### config.mk
export PLATFORM = sky130hd
export DESIGN_NAME = reg_access_arbiter_flat
export DESIGN_NICKNAME = d
export VERILOG_FILES = /design/src/rtl/reg_access_arbiter_pkg.sv /design/src/rtl/reg_access_arbiter_if.sv /design/src/rtl/reg_access_arbiter_rr_pick.sv /design/src/rtl/reg_access_arbiter.sv /design/src/flat_wrapper.sv
export SDC_FILE = /design/constraint.sdc
export NUM_CORES = 1
export LEC_CHECK = 0
export BUFFER_PORTS_ARGS = -buffer_cell sky130_fd_sc_hd__buf_2
export CAP_MARGIN = 0
export CORE_MARGIN = 1.5
export CORE_UTILIZATION = 43
export CTS_CLUSTER_SIZE = 24
export DETAILED_ROUTE_END_ITERATION = 8
export GPL_TIMING_DRIVEN = 0
export HOLD_SLACK_MARGIN = 0.05
export PLACE_DENSITY = 0.79
export SLEW_MARGIN = 5
export SYNTH_ARGS = -nofsm -noshare
export SYNTH_HDL_FRONTEND = slang
export SYNTH_SLANG_ARGS = --single-unit
### constraint.sdc
create_clock -name clk_i -period 1.4 [get_ports clk_i]
set_input_delay 0.14 -clock clk_i [delete_from_list [all_inputs] [get_ports clk_i]]
set_output_delay 0.14 -clock clk_i [all_outputs]
set_load 0.005 [all_outputs]
### src/rtl/reg_access_arbiter_pkg.sv
// rtl/reg_access_arbiter_pkg.sv - shared types and constants for the register access arbiter
package reg_arb_pkg;

  typedef enum logic [1:0] {
    IDLE   = 2'd0,
    ACCESS = 2'd1,
    DONE   = 2'd2
  } arb_state_e;

  localparam int ADDR_SIZE_DEF = 8;
  localparam int MAX_REQ       = 4;
  localparam int IDX_W         = 2;

endpackage

### src/rtl/reg_access_arbiter_if.sv
// rtl/reg_access_arbiter_if.sv - single-cycle register-bank access port
interface reg_access_arbiter_if
  import reg_arb_pkg::*;
#(
  parameter int ADDR_SIZE = ADDR_SIZE_DEF
);

  logic                 acc_en;
  logic                 wr_en;
  logic [ADDR_SIZE-1:0] addr;
  logic [7:0]           wdata;
  logic [7:0]           rdata;

  modport master (output acc_en, output wr_en, output addr, output wdata, input rdata);
  modport slave  (input acc_en, input wr_en, input addr, input wdata, output rdata);

endinterface

### src/rtl/reg_access_arbiter_rr_pick.sv
// rtl/reg_access_arbiter_rr_pick.sv - combinational round-robin picker
// Search starts one past ptr_i and wraps modulo N; the first set request wins.
module rr_pick
  import reg_arb_pkg::*;
#(
  parameter int N = 2
) (
  input  logic [N-1:0]     req_i,
  input  logic [IDX_W-1:0] ptr_i,
  output logic [IDX_W-1:0] idx_o,
  output logic             valid_o
);

  logic [MAX_REQ-1:0] req_pad;
  logic [IDX_W-1:0]   cand;

  assign req_pad = MAX_REQ'(req_i);

  // Scan from the farthest candidate down so the nearest one overwrites last.
  always_comb begin
    idx_o   = '0;
    valid_o = 1'b0;
    cand    = '0;
    for (int i = N; i >= 1; i--) begin
      cand = IDX_W'((int'(ptr_i) + i) % N);
      if (req_pad[cand]) begin
        idx_o   = cand;
        valid_o = 1'b1;
      end
    end
  end

endmodule

### src/rtl/reg_access_arbiter.sv
// rtl/reg_access_arbiter.sv - round-robin arbiter for the shared register-bank access port
// Define ARB_LOCK_EN to let a requester keep the bank across accesses via lock_i.
module reg_access_arbiter
  import reg_arb_pkg::*;
#(
  parameter int ADDR_SIZE = ADDR_SIZE_DEF,
  parameter int NUM_REQ   = 2
) (
  input  logic                         clk_i,
  input  logic                         rstn_i,
  input  logic [NUM_REQ-1:0]           req_i,
  input  logic [NUM_REQ-1:0]           wr_i,
  input  logic [NUM_REQ*ADDR_SIZE-1:0] addr_i,
  input  logic [NUM_REQ*8-1:0]         wdata_i,
  input  logic [NUM_REQ-1:0]           lock_i,
  output logic [NUM_REQ-1:0]           gnt_o,
  output logic [NUM_REQ-1:0]           done_o,
  output logic [7:0]                   rdata_o,
  reg_access_arbiter_if.master         bank
);

  localparam logic [1:0] ST_IDLE   = IDLE;
  localparam logic [1:0] ST_ACCESS = ACCESS;
  localparam logic [1:0] ST_DONE   = DONE;

  logic [1:0]           state_q, state_d;
  logic [IDX_W-1:0]     ptr_q, ptr_d;
  logic [IDX_W-1:0]     sel_q, sel_d;
  logic                 acc_en_q, acc_en_d;
  logic                 wr_en_q, wr_en_d;
  logic [ADDR_SIZE-1:0] addr_q, addr_d;
  logic [7:0]           wdata_q, wdata_d;
  logic [7:0]           rdata_q, rdata_d;
  logic [NUM_REQ-1:0]   gnt_q, gnt_d;
  logic [NUM_REQ-1:0]   done_q, done_d;

  logic [MAX_REQ-1:0]   req_pad;
  logic [IDX_W-1:0]     pick_idx, win_idx;
  logic                 pick_valid, win_valid;
  logic                 locked, hold;
  logic                 win_wr;
  logic [ADDR_SIZE-1:0] win_addr;
  logic [7:0]           win_wdata;

  assign req_pad = MAX_REQ'(req_i);

  rr_pick #(.N(NUM_REQ)) u_pick (
    .req_i   (req_i),
    .ptr_i   (ptr_q),
    .idx_o   (pick_idx),
    .valid_o (pick_valid)
  );

`ifdef ARB_LOCK_EN
  logic               lock_q;
  logic [MAX_REQ-1:0] lock_pad;

  assign lock_pad = MAX_REQ'(lock_i);
  assign locked   = lock_q;

  // Lock follows the owner's lock_i at DONE and drops once the owner stops requesting.
  always_ff @(posedge clk_i or negedge rstn_i) begin
    if (!rstn_i) begin
      lock_q <= 1'b0;
    end else if (state_q == ST_IDLE && !req_pad[sel_q]) begin
      lock_q <= 1'b0;
    end else if (state_q == ST_DONE) begin
      lock_q <= lock_pad[sel_q];
    end
  end
`else
  logic unused_lock;
  assign unused_lock = ^lock_i;
  assign locked      = 1'b0;
`endif

  assign hold      = locked & req_pad[sel_q];
  assign win_idx   = hold ? sel_q : pick_idx;
  assign win_valid = hold | pick_valid;

  always_comb begin
    win_wr    = 1'b0;
    win_addr  = '0;
    win_wdata = '0;
    for (int k = 0; k < NUM_REQ; k++) begin
      if (win_idx == IDX_W'(k)) begin
        win_wr    = wr_i[k];
        win_addr  = addr_i[k*ADDR_SIZE +: ADDR_SIZE];
        win_wdata = wdata_i[8*k +: 8];
      end
    end
  end

  // Bank-side signals default to 0 so they are only non-zero for the ACCESS cycle.
  always_comb begin
    state_d  = state_q;
    ptr_d    = ptr_q;
    sel_d    = sel_q;
    acc_en_d = 1'b0;
    wr_en_d  = 1'b0;
    addr_d   = '0;
    wdata_d  = '0;
    gnt_d    = '0;
    done_d   = '0;
    rdata_d  = rdata_q;
    case (state_q)
      ST_IDLE: begin
        if (win_valid) begin
          state_d  = ST_ACCESS;
          sel_d    = win_idx;
          acc_en_d = 1'b1;
          wr_en_d  = win_wr;
          addr_d   = win_addr;
          wdata_d  = win_wdata;
          gnt_d    = NUM_REQ'(1) << win_idx;
        end
      end
      ST_ACCESS: begin
        state_d = ST_DONE;
        done_d  = gnt_q;
        rdata_d = wr_en_q ? 8'h00 : bank.rdata;
      end
      ST_DONE: begin
        state_d = ST_IDLE;
        ptr_d   = sel_q;
      end
      default: state_d = ST_IDLE;
    endcase
  end

  always_ff @(posedge clk_i or negedge rstn_i) begin
    if (!rstn_i) begin
      state_q  <= ST_IDLE;
      ptr_q    <= IDX_W'(NUM_REQ - 1);
      sel_q    <= '0;
      acc_en_q <= 1'b0;
      wr_en_q  <= 1'b0;
      addr_q   <= '0;
      wdata_q  <= '0;
      rdata_q  <= '0;
      gnt_q    <= '0;
      done_q   <= '0;
    end else begin
      state_q  <= state_d;
      ptr_q    <= ptr_d;
      sel_q    <= sel_d;
      acc_en_q <= acc_en_d;
      wr_en_q  <= wr_en_d;
      addr_q   <= addr_d;
      wdata_q  <= wdata_d;
      rdata_q  <= rdata_d;
      gnt_q    <= gnt_d;
      done_q   <= done_d;
    end
  end

  assign bank.acc_en = acc_en_q;
  assign bank.wr_en  = wr_en_q;
  assign bank.addr   = addr_q;
  assign bank.wdata  = wdata_q;
  assign gnt_o       = gnt_q;
  assign done_o      = done_q;
  assign rdata_o     = rdata_q;

endmodule

### src/flat_wrapper.sv
// flat-port wrapper written by rule: the top's interface ports become plain ports
module reg_access_arbiter_flat import reg_arb_pkg::*;
#(
  parameter int ADDR_SIZE = ADDR_SIZE_DEF,
  parameter int NUM_REQ   = 2
)
  (clk_i, rstn_i, req_i, wr_i, addr_i, wdata_i, lock_i, gnt_o, done_o, rdata_o, bank_acc_en, bank_wr_en, bank_addr, bank_wdata, bank_rdata);
  reg_access_arbiter_if #(.ADDR_SIZE(ADDR_SIZE)) bank_i ();
  input  logic clk_i;
  input  logic rstn_i;
  input  logic [NUM_REQ-1:0] req_i;
  input  logic [NUM_REQ-1:0] wr_i;
  input  logic [NUM_REQ*ADDR_SIZE-1:0] addr_i;
  input  logic [NUM_REQ*8-1:0] wdata_i;
  input  logic [NUM_REQ-1:0] lock_i;
  output logic [NUM_REQ-1:0] gnt_o;
  output logic [NUM_REQ-1:0] done_o;
  output logic [7:0] rdata_o;
  output wire logic [$bits(bank_i.acc_en)-1:0] bank_acc_en;
  output wire logic [$bits(bank_i.wr_en)-1:0] bank_wr_en;
  output wire logic [$bits(bank_i.addr)-1:0] bank_addr;
  output wire logic [$bits(bank_i.wdata)-1:0] bank_wdata;
  input wire logic [$bits(bank_i.rdata)-1:0] bank_rdata;
  assign bank_acc_en = bank_i.acc_en;
  assign bank_wr_en = bank_i.wr_en;
  assign bank_addr = bank_i.addr;
  assign bank_wdata = bank_i.wdata;
  assign bank_i.rdata = bank_rdata;
  reg_access_arbiter #(.ADDR_SIZE(ADDR_SIZE), .NUM_REQ(NUM_REQ)) u_core (.clk_i(clk_i), .rstn_i(rstn_i), .req_i(req_i), .wr_i(wr_i), .addr_i(addr_i), .wdata_i(wdata_i), .lock_i(lock_i), .gnt_o(gnt_o), .done_o(done_o), .rdata_o(rdata_o), .bank(bank_i));
endmodule
==> results.py <==
metrics = {
    "drt": {
        "drt_iter0_markers": 50,
        "dr.pass1.iters": 4,
        "wl_per_cell_um": 13.2,
        "wl_um": 3760,
        "avgViaCountPerCell": 4.71,
        "ant_nets": 0,
        "vias": 1337,
        "drcViolationCount": 0,
    },
    "layout": {
        "final_nets": 298,
        "final_core_util": 0.734,
        "diodes": 0,
        "area_delta_synth_final_pct": 63.6,
        "layout-drive-gt1-share": 0.378,
    },
    "sta": {
        "finClkSkew_ns": 0.00503,
        "finalSetupViolCount": 0,
        "rsz0062_at_grt": "false",
        "finalCritPeriodShare": 0.922,
        "period_minus_slack_ns": 1.29,
        "tightest_slew_ns": 0.722,
        "max-slew-margin-rel": 0.519,
        "hold_violations": 0,
        "max_freq_mhz": 775,
        "drv_slew": 0,
        "fin_tns_setup_ns": 0,
        "worst_slack_ns": 0.110,
    },
    "floorplanning": {
        "core-area_um2": 3000,
        "die_area_um2": 3480,
        "die_height_um": 59.0,
        "start_util": 0.449,
        "die_w_um": 59.0,
        "io_pins": 78,
        "row_count": 20,
    },
    "pwr": {
        "power_per_cell_area_nw_per_um2": 1460,
        "ir_drop_uv": 894,
        "swShare": 0.333,
        "p_total_mw": 3.21,
        "p_clk_frac": 0.174,
        "power.internal_mw": 2.14,
        "p_comb_frac": 0.365,
        "pwr-share-seq": 0.462,
        "p_switching_mw": 1.07,
        "leakagePower_nw": 1.21,
    },
    "placed_design": {
        "port_buffers": 75,
        "place_congestion": 0.676,
        "dpl.hpwl_um": 1990,
        "dp_slack_ns": 0.172,
    },
    "cts": {
        "cts_tree": "built",
        "cts_buffers": 5,
        "clockRootBuffer": "clkbuf_4",
        "cts_num_sinks": 34,
        "htree_levels": 2,
        "path_clk_slew_ns": 0.10,
        "clock_insertion_delay_worst_skew_ns": 0.34,
        "max-clock-path-buffers": 2,
    },
    "synth": {
        "synth-async-reset-ratio": 1.00,
        "synth_common_cells": "nand2_1, dfrtp_1, a21oi_1",
        "synth_seq_area_share": 0.632,
        "synth_top_area_cell": "dfrtp_1",
        "synth_edf_count": 0,
        "synth_area_um2": 1350,
        "syn_inst": 130,
        "avgSynthCellArea_um2": 10.4,
        "synth.area.top_cells": "dfrtp_1, nand2_1, a21oi_1",
        "ys.warnings.count": 0,
        "synth_most_common_cell": "nand2_1",
        "synth.distinct_cells": 20,
        "synth_top_area_share": 0.613,
        "synth-seq-cells": 34,
        "syn_nets": 178,
        "synthFlopType": "dfrtp_1",
    },
    "worst_setup_path": {
        "crit_type": "reg2reg",
        "r2r_setup_slack_ns": 0.11,
        "end_kind": "flop",
        "worst_ep_required_time_ns": 1.66,
        "reg2regPathDepth": 5,
        "cp_max_fo": 10,
        "crit_path_start_kind": "flop",
        "arrival_ns": 1.55,
    },
    "global_route": {
        "grt_start_max_net_pins": 35,
        "grt_pass1_wl_um": 5780,
        "antenna_found_initial": 0,
        "overflow": 0,
        "grt_pass1_vias": 1313,
        "track_usage": 0.230,
    },
    "flow_run": {
        "max_cap_viol_count": 0,
    },
    "run_status": {
        "status": "finished clean",
    },
    "hold_path": {
        "min_path_type": "in2reg",
        "min_path_cells": 3,
    },
}
-- worst max-delay path, cell delays in order (launching register included) --
cell and delay, ns:
dfstp_2 0.57, a21bo_2 0.14, buf_6 0.14, buf_8 0.14
nand2_1 0.07, a21oi_1 0.16
-- flip-flops by register name (all words and copies together) (netlist names) --
register            count
u_core.rdata_o          8
u_core.state_q          2
u_core.bank.wdata       8
u_core.bank.addr        8
u_core.ptr_q            1
u_core.gnt_o            2
u_core.sel_q            1
u_core.bank.wr_en       1
u_core.bank.acc_en      1
u_core.done_o           2
-- layout make-up --
| type | count | area (um^2) |
|---|---|---|
| Sequential cell | 34 | 852 |
| Inverter | 3 | 11.3 |
| Tap cell | 33 | 41.3 |
| Clock inverter | 1 | 5.00 |
| Buffer | 6 | 48.8 |
| Multi-Input combinational cell | 87 | 435 |
| Timing Repair Buffer | 113 | 756 |
| Fill cell | 206 | 798 |
| Clock buffer | 7 | 55.1 |
-- timing repair --
action / CTS / global route
hold endpoints to repair: 53 / 0
hold buffers: 38 / 0
setup buffers: 0 / 0
resized for setup: 0 / 0
-- per-stage QoR --
stage	hold WS, ns	cell area (um^2)	std cells
2_1_floorplan	-0.156	1350	130
3_3_place_gp	0.242	1760	238
3_5_place_dp	0.239	1760	238
4_1_cts	0.0575	2200	284
5_1_grt	0.0557	2200	284
6_report	0.0663	2200	284
-- metal layers --
metal	global-route usage	routed length, um
met1	0.259	1460
met2	0.406	1990
met3	0.0655	266
met4	0.0974	51
met5	0	0
-- worst paths after layout --
check / from / endpoint
max: u_core.ptr_q[0] / u_core.bank.wdata[6]
min reg2reg: u_core.sel_q[0] / u_core.sel_q[0]
min in group asynchronous: rstn_i / u_core.rdata_o[0]
max reg2reg: u_core.ptr_q[0] / u_core.bank.wdata[6]
min: bank_rdata[2] / u_core.rdata_o[2]
max in group asynchronous: rstn_i / u_core.bank.wdata[3]
-- layout by cell type (no fill, tap or decap) --
master / instances
clkbuf_4: 5
nor3_2: 1
nor2_1: 2
clkbuf_1: 1
mux2_2: 1
buf_4: 1
o21ai_0: 9
inv_1: 3
dfstp_2: 1
a21bo_2: 1
nand2b_1: 9
clkinv_2: 1
clkbuf_8: 1
dfrtp_1: 33
buf_6: 1
a21o_1: 1
nor2b_1: 1
nand2_1: 42
a21boi_4: 1
buf_8: 1
buf_2: 78
a21oi_2: 2
and2_1: 2
a21oi_1: 15
dlygate4sd3_1: 38
-- power by group through the flow --
| stage | logic [mW] | clock network, mW | registers, mW |
|---|---|---|---|
| 2_1_floorplan | 0.555 | 0 | 1.54 |
| 3_3_place_gp | 1.07 | 0 | 1.49 |
| 3_5_place_dp | 1.09 | 0 | 1.51 |
| 4_1_cts | 1.18 | 0.571 | 1.48 |
| 5_1_grt | 1.31 | 0.624 | 1.52 |
| 6_report | 1.17 | 0.558 | 1.48 |
-- cell families (layout without fill, tap and decap cells) --
kind of cell | count (synthesis) | count (layout) | synth area share
buffers and inverters | 9 | 130 | 0.0446
AOI/OAI and AO/OA | 29 | 29 | 0.129
and+or+nand+nor | 57 | 57 | 0.186
muxes | 1 | 1 | 0.00836
DFF | 34 | 34 | 0.632
Note: power is estimated with default switching activity, not from simulation.
